==> config.mk <==
export PLATFORM = sky130hd
export DESIGN_NAME = fifo_uart_tx_flat
export DESIGN_NICKNAME = d
export VERILOG_FILES = /design/src/rtl/fifo_uart_tx_if.sv /design/src/rtl/fifo_uart_tx.sv /design/src/flat_wrapper.sv
export SDC_FILE = /design/constraint.sdc
export NUM_CORES = 1
export LEC_CHECK = 0
export BUFFER_PORTS_ARGS = -buffer_cell sky130_fd_sc_hd__buf_2
export CELL_PAD_IN_SITES_DETAIL_PLACEMENT = 1
export CELL_PAD_IN_SITES_GLOBAL_PLACEMENT = 2
export CORE_ASPECT_RATIO = 1.25
export CORE_UTILIZATION = 28
export CTS_CLUSTER_SIZE = 8
export DETAILED_ROUTE_END_ITERATION = 10
export PLACE_DENSITY = 0.72
export SETUP_SLACK_MARGIN = 0.3
export SLEW_MARGIN = 10
export SYNTH_ARGS = -nofsm -noshare
export SYNTH_HDL_FRONTEND = slang
export SYNTH_SLANG_ARGS = --single-unit
==> constraint.sdc <==
create_clock -name clk -period 2.5 [get_ports clk]
set_input_delay 0.625 -clock clk [delete_from_list [all_inputs] [get_ports clk]]
set_output_delay 0.625 -clock clk [all_outputs]
set_load 0.005 [all_outputs]
==> src/rtl/fifo_uart_tx_if.sv <==
// Read-side connection between the synchronous 8-bit FIFO and the fifo_uart_tx drain stage.
// master: the drain stage (owns r_en). slave: the FIFO (owns empty/data).
interface fifo_uart_tx_if;
  logic       fifo_empty;
  logic [7:0] fifo_data;
  logic       fifo_r_en;

  modport master (
    input  fifo_empty,
    input  fifo_data,
    output fifo_r_en
  );

  modport slave (
    output fifo_empty,
    output fifo_data,
    input  fifo_r_en
  );
endinterface

==> src/rtl/fifo_uart_tx.sv <==
// Drains an 8-bit FIFO and serialises each byte: start, 8 data bits LSB first, optional even parity, stop.
// Define FIFO_UART_TX_PARITY_EN to compile in the parity bit (11-bit frames instead of 10).
module fifo_uart_tx #(
  parameter int CLKS_PER_BIT = 16
) (
  input  logic           clk,
  input  logic           rst,
  fifo_uart_tx_if.master fifo,
  output logic           tx,
  output logic           busy,
  output logic           frame_done
);

  localparam int            BW        = $clog2(CLKS_PER_BIT);
  localparam logic [BW-1:0] BAUD_LAST = BW'(CLKS_PER_BIT - 1);

`ifdef FIFO_UART_TX_PARITY_EN
  typedef enum logic [2:0] {
    IDLE   = 3'd0,
    FETCH  = 3'd1,
    LOAD   = 3'd2,
    START  = 3'd3,
    DATA   = 3'd4,
    PARITY = 3'd5,
    STOP   = 3'd6
  } state_t;
`else
  typedef enum logic [2:0] {
    IDLE   = 3'd0,
    FETCH  = 3'd1,
    LOAD   = 3'd2,
    START  = 3'd3,
    DATA   = 3'd4,
    STOP   = 3'd6
  } state_t;
`endif

  state_t        state_r;
  state_t        state_next_s;
  logic [BW-1:0] baud_r;
  logic [BW-1:0] baud_next_s;
  logic [2:0]    bit_r;
  logic [2:0]    bit_next_s;
  logic [7:0]    shift_r;
  logic [7:0]    shift_next_s;
  logic          baud_done_s;
  logic          tx_next_s;
  logic          busy_next_s;
  logic          frame_done_next_s;
  logic          r_en_next_s;

`ifdef FIFO_UART_TX_PARITY_EN
  logic parity_r;

  function automatic logic even_parity(input logic [7:0] data);
    return ^data;
  endfunction

  // Parity is latched together with the byte, since the shifter is consumed while sending
  always_ff @(posedge clk) begin
    if (rst) begin
      parity_r <= 1'b0;
    end else if (state_r == LOAD) begin
      parity_r <= even_parity(fifo.fifo_data);
    end else begin
      parity_r <= parity_r;
    end
  end
`endif

  // Next-state, counter and shifter logic; the baud counter restarts on every bit boundary
  always_comb begin
    state_next_s = state_r;
    baud_next_s  = '0;
    bit_next_s   = bit_r;
    shift_next_s = shift_r;
    baud_done_s  = (baud_r == BAUD_LAST);
    case (state_r)
      IDLE: begin
        if (!fifo.fifo_empty) begin
          state_next_s = FETCH;
        end else begin
          state_next_s = IDLE;
        end
      end
      FETCH: begin
        state_next_s = LOAD;
      end
      LOAD: begin
        shift_next_s = fifo.fifo_data;
        state_next_s = START;
      end
      START: begin
        if (baud_done_s) begin
          state_next_s = DATA;
        end else begin
          baud_next_s = baud_r + BW'(1);
        end
      end
      DATA: begin
        if (baud_done_s) begin
          shift_next_s = {1'b0, shift_r[7:1]};
          if (bit_r == 3'd7) begin
            bit_next_s = 3'd0;
`ifdef FIFO_UART_TX_PARITY_EN
            state_next_s = PARITY;
`else
            state_next_s = STOP;
`endif
          end else begin
            bit_next_s = bit_r + 3'd1;
          end
        end else begin
          baud_next_s = baud_r + BW'(1);
        end
      end
`ifdef FIFO_UART_TX_PARITY_EN
      PARITY: begin
        if (baud_done_s) begin
          state_next_s = STOP;
        end else begin
          baud_next_s = baud_r + BW'(1);
        end
      end
`endif
      STOP: begin
        if (baud_done_s) begin
          // Only the stop-bit exit looks at the flag again; a mid-frame change is ignored
          if (fifo.fifo_empty) begin
            state_next_s = IDLE;
          end else begin
            state_next_s = FETCH;
          end
        end else begin
          baud_next_s = baud_r + BW'(1);
        end
      end
      default: begin
        state_next_s = IDLE;
      end
    endcase
  end

  // Outputs are decoded from the next state so the registered versions line up with the state
  always_comb begin
    tx_next_s         = 1'b1;
    busy_next_s       = (state_next_s != IDLE);
    r_en_next_s       = (state_next_s == FETCH);
    frame_done_next_s = (state_next_s == STOP) && (baud_next_s == BAUD_LAST);
    case (state_next_s)
      START:   tx_next_s = 1'b0;
      DATA:    tx_next_s = shift_next_s[0];
`ifdef FIFO_UART_TX_PARITY_EN
      PARITY:  tx_next_s = parity_r;
`endif
      default: tx_next_s = 1'b1;
    endcase
  end

  // State, counters, shifter and registered outputs
  always_ff @(posedge clk) begin
    if (rst) begin
      state_r        <= IDLE;
      baud_r         <= '0;
      bit_r          <= 3'd0;
      shift_r        <= 8'd0;
      tx             <= 1'b1;
      busy           <= 1'b0;
      frame_done     <= 1'b0;
      fifo.fifo_r_en <= 1'b0;
    end else begin
      state_r        <= state_next_s;
      baud_r         <= baud_next_s;
      bit_r          <= bit_next_s;
      shift_r        <= shift_next_s;
      tx             <= tx_next_s;
      busy           <= busy_next_s;
      frame_done     <= frame_done_next_s;
      fifo.fifo_r_en <= r_en_next_s;
    end
  end

endmodule

==> src/flat_wrapper.sv <==
// flat-port wrapper written by rule: the top's interface ports become plain ports
module fifo_uart_tx_flat 
#(
  parameter int CLKS_PER_BIT = 16
)
  (clk, rst, tx, busy, frame_done, fifo_fifo_empty, fifo_fifo_data, fifo_fifo_r_en);
  fifo_uart_tx_if fifo_i ();
  input  logic clk;
  input  logic rst;
  output logic tx;
  output logic busy;
  output logic frame_done;
  input wire logic [$bits(fifo_i.fifo_empty)-1:0] fifo_fifo_empty;
  input wire logic [$bits(fifo_i.fifo_data)-1:0] fifo_fifo_data;
  output wire logic [$bits(fifo_i.fifo_r_en)-1:0] fifo_fifo_r_en;
  assign fifo_i.fifo_empty = fifo_fifo_empty;
  assign fifo_i.fifo_data = fifo_fifo_data;
  assign fifo_fifo_r_en = fifo_i.fifo_r_en;
  fifo_uart_tx #(.CLKS_PER_BIT(CLKS_PER_BIT)) u_core (.clk(clk), .rst(rst), .fifo(fifo_i), .tx(tx), .busy(busy), .frame_done(frame_done));
endmodule
==> results.sh, run 1 <==
export IMPL_cts_root_buf="clkbuf_8"
export IMPL_slew_violations=0
export IMPL_grt_pass1_wl_um=4000
export IMPL_firstDrtPassIters=4
export IMPL_grt_use_total_pct=13.5
export IMPL_synth_compound_area_share_pct=19.3
export IMPL_cts_made_buffers=3
export IMPL_clock_skew_ns=0.00868
export IMPL_outcome="completed"
export IMPL_p_per_area_nw_per_um2=701
export IMPL_postCtsHoldBufs=0
export IMPL_boundaryPins=15
export IMPL_rsz0062_at_grt="false"
export IMPL_die_height_um=68.7
export IMPL_dpl_hpwl_um=1640
export IMPL_cp_start_kind="flop"
export IMPL_synth_seq_cells=22
export IMPL_yosysTopAreaCell="dfxtp_1"
export IMPL_async_flop_share_pct=0
export IMPL_dpl_worst_slack_ns=0.625
export IMPL_grt_pass1_vias=891
export IMPL_final_util_pct=34.8
export IMPL_die_width_um=55.3
export IMPL_clk_pin_slew_ns=0.09
export IMPL_synth_edf_count=0
export IMPL_synthAdderAreaFrac_pct=3.77
export IMPL_fin_nets=140
export IMPL_synth_most_common_cell="dfxtp_1"
export IMPL_dieArea_um2=3800
export IMPL_clk_path_buf_depth=2
export IMPL_grt_antenna_before_repair=0
export IMPL_syn_to_final_growth_pct=15.7
export IMPL_synth_xor_xnor_area_share_pct=0.879
export IMPL_critPathArrivalTime_ns=2.05
export IMPL_clock_latency_ns=0.27
export IMPL_worstPathRequired_ns=2.68
export IMPL_start_util_pct=30.1
export IMPL_yosys_top_cells_count="22 x dfxtp_1, 15 x nand2_1, 14 x a21oi_1"
export IMPL_max_vdd_ir_drop_uv=402
export IMPL_dr_total_vias=842
export IMPL_layout_drive_gt1_share_pct=17.6
export IMPL_drc=0
export IMPL_maxCapViolCount=0
export IMPL_dpl_cell_area_um2=1080
export IMPL_syn_area_um2=996
export IMPL_place_inst=158
export IMPL_grt_overflow_total=0
export IMPL_numPortBuffers=14
export IMPL_synth_simple_area_share_pct=22.6
export IMPL_tightest_slew_ns=0.564
export IMPL_max_freq_mhz=535
export IMPL_synth_area_top_cells="dfxtp_1 44%, a21oi_1 7.0%, a22oi_1 6.0%"
export IMPL_synth_seq_area_share_pct=44.2
export IMPL_syn_inst=113
export IMPL_synth_top_family_by_area="simple AND/OR/NAND/NOR gates"
export IMPL_tns_ns=0
export IMPL_leakage_nw=0.449
export IMPL_routed_wl_um=2270
export IMPL_hp_class="flop to flop"
export IMPL_setup_violations=0
export IMPL_antenna_cells=0
export IMPL_wire_per_inst_um=14.0
export IMPL_timing_slew_headroom_pct=62.4
export IMPL_cts_sinks=22
export IMPL_fin_crit_sh_pct=74.7
export IMPL_drtIter0Drc=14
export IMPL_synth_top_area_share_pct=44.2
export IMPL_fin_crit_ns=1.87
export IMPL_cts_tree="yes"
export IMPL_ant_nets=0
export IMPL_postCtsSetupBuffers=0
export IMPL_fin_area_um2=1150
export IMPL_hold_viol=0
export IMPL_vias_per_cell=5.20
export IMPL_setup_worst_path_class="flop to flop"
export IMPL_grt_max_degree=18
export IMPL_synthMuxAreaShare_pct=4.15
export IMPL_core_area_um2=3310
export IMPL_cts_resized=0
export IMPL_synthFlopType="dfxtp_1"
export IMPL_cp_end_kind="flop"
export IMPL_rows=23
export IMPL_h_tree_depth=1
export IMPL_layout_setup_ws_ns=0.632
export IMPL_syn_num_nets=127
export IMPL_stdcell_count=162
export IMPL_yosysWarnings=0
export IMPL_gp_congestion=0.834
export IMPL_synth_distinct_cells=35
export IMPL_critPathMaxFanout=9
export IMPL_synth_area_per_cell_um2=8.81
[state kept, by name (all words and copies together), names as in the netlist]
signal / cells
u_core.bit_r: 3
u_core.baud_r: 4
u_core.tx: 1
u_core.fifo.fifo_r_en: 1
u_core.busy: 1
u_core.frame_done: 1
u_core.shift_r: 8
u_core.state_r: 3
[report_power, final]
part           internal (mW)  leakage (nW)  switching (mW)
clock                  0.214        0.0357           0.126
combinational         0.0376         0.234          0.0427
sequential             0.370         0.180          0.0183
total                  0.622         0.449           0.187
[layout by cell type (no fill, tap or decap), types with 2 or more instances in the layout]
cell type	n
a21oi_1	14
a22oi_1	8
and3_1	2
buf_2	14
clkbuf_8	3
dfxtp_1	22
ha_1	3
inv_1	2
mux2i_1	3
nand2_1	15
nand3_1	2
nand3b_1	2
nor2_1	9
nor3b_1	4
[per-stage QoR]
| step | hold WS, ns | power [mW] |
|---|---|---|
| detailed placement | 0.454 | 0.478 |
| floorplan | 0.436 | 0.449 |
| global placement | 0.442 | 0.476 |
| CTS | 0.469 | 0.816 |
| finish | 0.464 | 0.808 |
| global route | 0.481 | 0.842 |
[layout make-up]
class	instances	area, um^2
Multi-Input combinational cell	81	505
Tap cell	37	46.3
Fill cell	386	2160
Clock inverter	1	30.0
Clock buffer	3	41.3
Inverter	3	11.3
Sequential cell	22	440
Timing Repair Buffer	15	77.6
[path summary, 6_finish.rpt]
kind / start / end / slack [ns] / cells after the start
max: u_core.baud_r[0] / u_core.frame_done / 0.63 / 5
min: u_core.bit_r[1] / u_core.bit_r[1] / 0.46 / 2
max reg2reg: u_core.baud_r[0] / u_core.frame_done / 0.63 / 5
min reg2reg: u_core.bit_r[1] / u_core.bit_r[1] / 0.46 / 2
[layer usage]
metal,share of wire [%],vias up,routed length (um),global-route usage [%]
li1,-,428,-,-
met1,47,399,1070,15.6
met2,49,11,1110,24.4
met3,2.3,4,51,2.24
met4,1.7,0,38,7.19
met5,0,-,0,0
[kinds of logic (layout without fill, tap and decap cells)]
kind of cell / after synthesis / count (layout)
simple gates: 43 / 43
compound gates: 30 / 30
flops: 22 / 22
buf+inv: 10 / 22
mux: 4 / 4
fa+ha+maj: 3 / 3
xor+xnor: 1 / 1
[critical path, cell delays in order (launching register included)]
cell and delay, ns:
dfxtp_1 0.35, ha_1 0.26, and3_1 0.26, and3_1 0.23
o32a_1 0.38, nor4_2 0.30
Power figures use the tool's default switching activity.
==> run 2, diff against run 1 <==
--- a/config.mk
+++ b/config.mk
@@ -5,6 +5,7 @@
 export SDC_FILE = /design/constraint.sdc
 export NUM_CORES = 1
 export LEC_CHECK = 0
+export ABC_AREA = 1
 export BUFFER_PORTS_ARGS = -buffer_cell sky130_fd_sc_hd__buf_2
 export CELL_PAD_IN_SITES_DETAIL_PLACEMENT = 1
 export CELL_PAD_IN_SITES_GLOBAL_PLACEMENT = 2
@@ -12,7 +13,7 @@
 export CORE_UTILIZATION = 28
 export CTS_CLUSTER_SIZE = 8
 export DETAILED_ROUTE_END_ITERATION = 10
-export PLACE_DENSITY = 0.72
+export PLACE_DENSITY = 0.77
 export SETUP_SLACK_MARGIN = 0.3
 export SLEW_MARGIN = 10
 export SYNTH_ARGS = -nofsm -noshare
==> constraint.sdc (replaced) <==
create_clock -name clk -period 1.6 [get_ports clk]
set_input_delay 0.4 -clock clk [delete_from_list [all_inputs] [get_ports clk]]
set_output_delay 0.4 -clock clk [all_outputs]
set_load 0.005 [all_outputs]
==> run 2 against run 1 <==
The run now ends with design-rule violations left. Register-to-register slack worse by 0.37 ns. Synthesized cell count is 29% higher. Combinational power is 100% higher. Worst hold slack worse by 0.084 ns. Flip-flop and latch count stayed put. Via count is 25% higher. Critical path type unchanged. Highest routed layer unchanged.
==> results.sh, run 2 <==
export IMPL_outcome="complete, but fails checks"
export IMPL_violations="design-rule violations"
export IMPL_yosysTopAreaCell="dfxtp_1"
export IMPL_holdWs_ns=0.380
export IMPL_critPathMaxFanout=8
export IMPL_clk_pin_slew_ns=0.08
export IMPL_grt_pass1_vias=1052
export IMPL_reg_top3="u_core.shift_r: 8 flops, u_core.baud_r: 4 flops"
export IMPL_regArea_um2=453
export IMPL_synth_distinct_cells=26
export IMPL_drc=1
export IMPL_synth_seq_area_share_pct=40.2
export IMPL_hp_class="primary input to flop"
export IMPL_r2r_start="u_core.baud_r[0]"
export IMPL_dpl_hpwl_um=1940
export IMPL_tightest_slew_ns=0.356
export IMPL_h_tree_depth=1
export IMPL_synth_area_top_cells="dfxtp_1 40%, nand2_1 11%, nor2_1 5.8%"
export IMPL_routed_wl_um=2730
export IMPL_grt_overflow_total=0
export IMPL_synth_seq_cells=22
export IMPL_rows=25
export IMPL_die_width_um=58.0
export IMPL_slew_violations=0
export IMPL_hold_viol=0
export IMPL_tns_ns=0
export IMPL_syn_area_um2=1100
export IMPL_max_vdd_ir_drop_uv=408
export IMPL_synth_edf_count=0
export IMPL_synth_top_area_share_pct=40.2
export IMPL_critPathArrivalTime_ns=1.52
export IMPL_fin_crit_sh_pct=83.9
export IMPL_cts_root_buf="clkbuf_8"
export IMPL_async_flop_share_pct=0
export IMPL_postCtsHoldBufs=0
export IMPL_cts_tree="yes"
export IMPL_grt_antenna_before_repair=0
export IMPL_syn_inst=146
export IMPL_drtIter0Drc=12
export IMPL_synth_most_common_cell="nand2_1"
export IMPL_p_per_area_nw_per_um2=886
export IMPL_antenna_cells=0
export IMPL_syn_to_final_growth_pct=31.2
export IMPL_synthFlopType="dfxtp_1"
export IMPL_r2r_slack_ns=0.26
export IMPL_synth_area_per_cell_um2=7.51
export IMPL_setup_violations=0
export IMPL_setup_worst_path_class="flop to flop"
export IMPL_boundaryPins=15
export IMPL_core_area_um2=3750
export IMPL_vias_per_cell=4.99
export IMPL_yosys_top_cells_count="32 x nand2_1, 22 x dfxtp_1, 17 x nor2_1"
export IMPL_grt_max_degree=14
export IMPL_max_freq_mhz=745
export IMPL_timing_rr_end="u_core.frame_done"
export IMPL_rsz0062_at_grt="true"
export IMPL_worstPathRequired_ns=1.78
export IMPL_cp_start_kind="flop"
export IMPL_fin_nets=186
export IMPL_maxCapViolCount=0
export IMPL_gp_congestion=0.775
export IMPL_cts_sinks=22
export IMPL_stdcell_count=211
export IMPL_nFillCells=459
export IMPL_numPortBuffers=14
export IMPL_dieArea_um2=4170
export IMPL_largest_register_ffs=8
export IMPL_worstHoldPathCells=3
export IMPL_die_height_um=72.0
export IMPL_cp_end_kind="flop"
export IMPL_leakage_nw=0.623
export IMPL_grt_pass1_wl_um=4570
export IMPL_cp_endpoint="u_core.frame_done"
export IMPL_place_inst=199
export IMPL_final_cell_mix="27 x nand2_1, 16 x dfxtp_1, 14 x inv_1, 14 x buf_2, 13 x nor2_1"
export IMPL_start_util_pct=29.2
export IMPL_crit_start="u_core.baud_r[0]"
export IMPL_cts_made_buffers=3
export IMPL_yosysWarnings=0
export IMPL_fin_crit_ns=1.34
export IMPL_clock_skew_ns=0.00916
export IMPL_ant_nets=0
export IMPL_layout_drive_gt1_share_pct=39.8
export IMPL_ff2ff_path_depth=8
export IMPL_timing_slew_headroom_pct=76.1
export IMPL_syn_num_nets=160
export IMPL_clock_latency_ns=0.27
export IMPL_multi_input_area_um2=666
export IMPL_final_common_cell="nand2_1"
export IMPL_largest_register="u_core.shift_r"
export IMPL_clk_path_buf_depth=2
export IMPL_firstDrtPassIters=7
export IMPL_grt_use_total_pct=14.1
export IMPL_dr_total_vias=1052
export IMPL_wire_per_inst_um=12.9
[run 2: cell types whose count changed in the layout (fill, tap and decap cells not counted), moves of 5 or more]
cell,delta
nand3_2,+5
dfxtp_1,-6
a21oi_1,-5
nor2_2,+5
nand3_1,+6
buf_4,+6
nand2_2,+8
inv_1,+12
nand2_1,+12
nor2_4,+7
[run 2: worst min path at each step]
stage / startpoint / slack (ns) / endpoint
after floorplan: u_core.shift_r[7] / 0.44 / u_core.shift_r[7]
after global placement: u_core.shift_r[3] / 0.45 / u_core.shift_r[3]
after detailed placement: u_core.shift_r[4] / 0.46 / u_core.shift_r[4]
after CTS: fifo_fifo_data[7] / 0.38 / u_core.shift_r[7]
after global routing: fifo_fifo_data[7] / 0.39 / u_core.shift_r[7]
final: fifo_fifo_data[7] / 0.38 / u_core.shift_r[7]
[run 2: per-layer routing]
layer  wire length, um  track usage, %  up-vias
met5                 0               0        -
met4                72            6.35        0
met3                63            2.14        7
met2              1440            26.1       16
met1              1150            15.7      501
li1                  -               -      528
[run 2: worst max-delay path, cell delays in order (launching register included)]
cell      delay, ns
dfxtp_4        0.37
ha_4           0.18
nand3_4        0.17
o21ai_4        0.21
nand2_2        0.09
nand2_2        0.06
clkinv_2       0.06
nand3_2        0.09
nor2_4         0.03
[run 2: timing repair]
| item | CTS | global route |
|---|---|---|
| endpoints found under the setup margin | 22 | 17 |
| setup buffers | 1 | 6 |
| pin swaps | 4 | 14 |
| cloned | 1 | 0 |
| resized for setup | 16 | 14 |
[run 2: power by group]
group          leakage (nW)  internal [mW]  switching, mW  total, mW
combinational         0.405         0.0637         0.0962      0.160
clock                0.0357          0.334          0.187      0.522
sequential            0.182          0.572         0.0206      0.592
[run 2: cell type report]
| class | instances | area share [%] |
|---|---|---|
| sequential | 22 | 31.5 |
| tap | 40 | 3.48 |
| clock buffer | 3 | 2.87 |
| clock inverter | 1 | 2.09 |
| inverter | 19 | 5.22 |
| timing repair buffer | 21 | 8.53 |
| multi-input combinational | 105 | 46.3 |
[run 2: per-stage QoR]
| step | area [um^2] | power (mW) | worst slack, ns | utilization, % |
|---|---|---|---|---|
| floorplan | 1100 | 0.698 | 0.303 | - |
| global placement | 1210 | 0.742 | 0.165 | 32.4 |
| detailed placement | 1210 | 0.744 | 0.112 | 32.4 |
| CTS | 1350 | 1.27 | 0.257 | 35.8 |
| global route | 1440 | 1.32 | 0.166 | 38.3 |
| finish | 1440 | 1.27 | 0.258 | 38.3 |
[run 2: cell families after synthesis]
family	after synthesis	synth area share (%)
AO/OA/AOI/OAI	23	12.6
adder cells (fa/ha/maj)	3	3.43
AND/OR/NAND/NOR	78	36.9
flip-flops	22	40.2
buffers and inverters	20	6.96
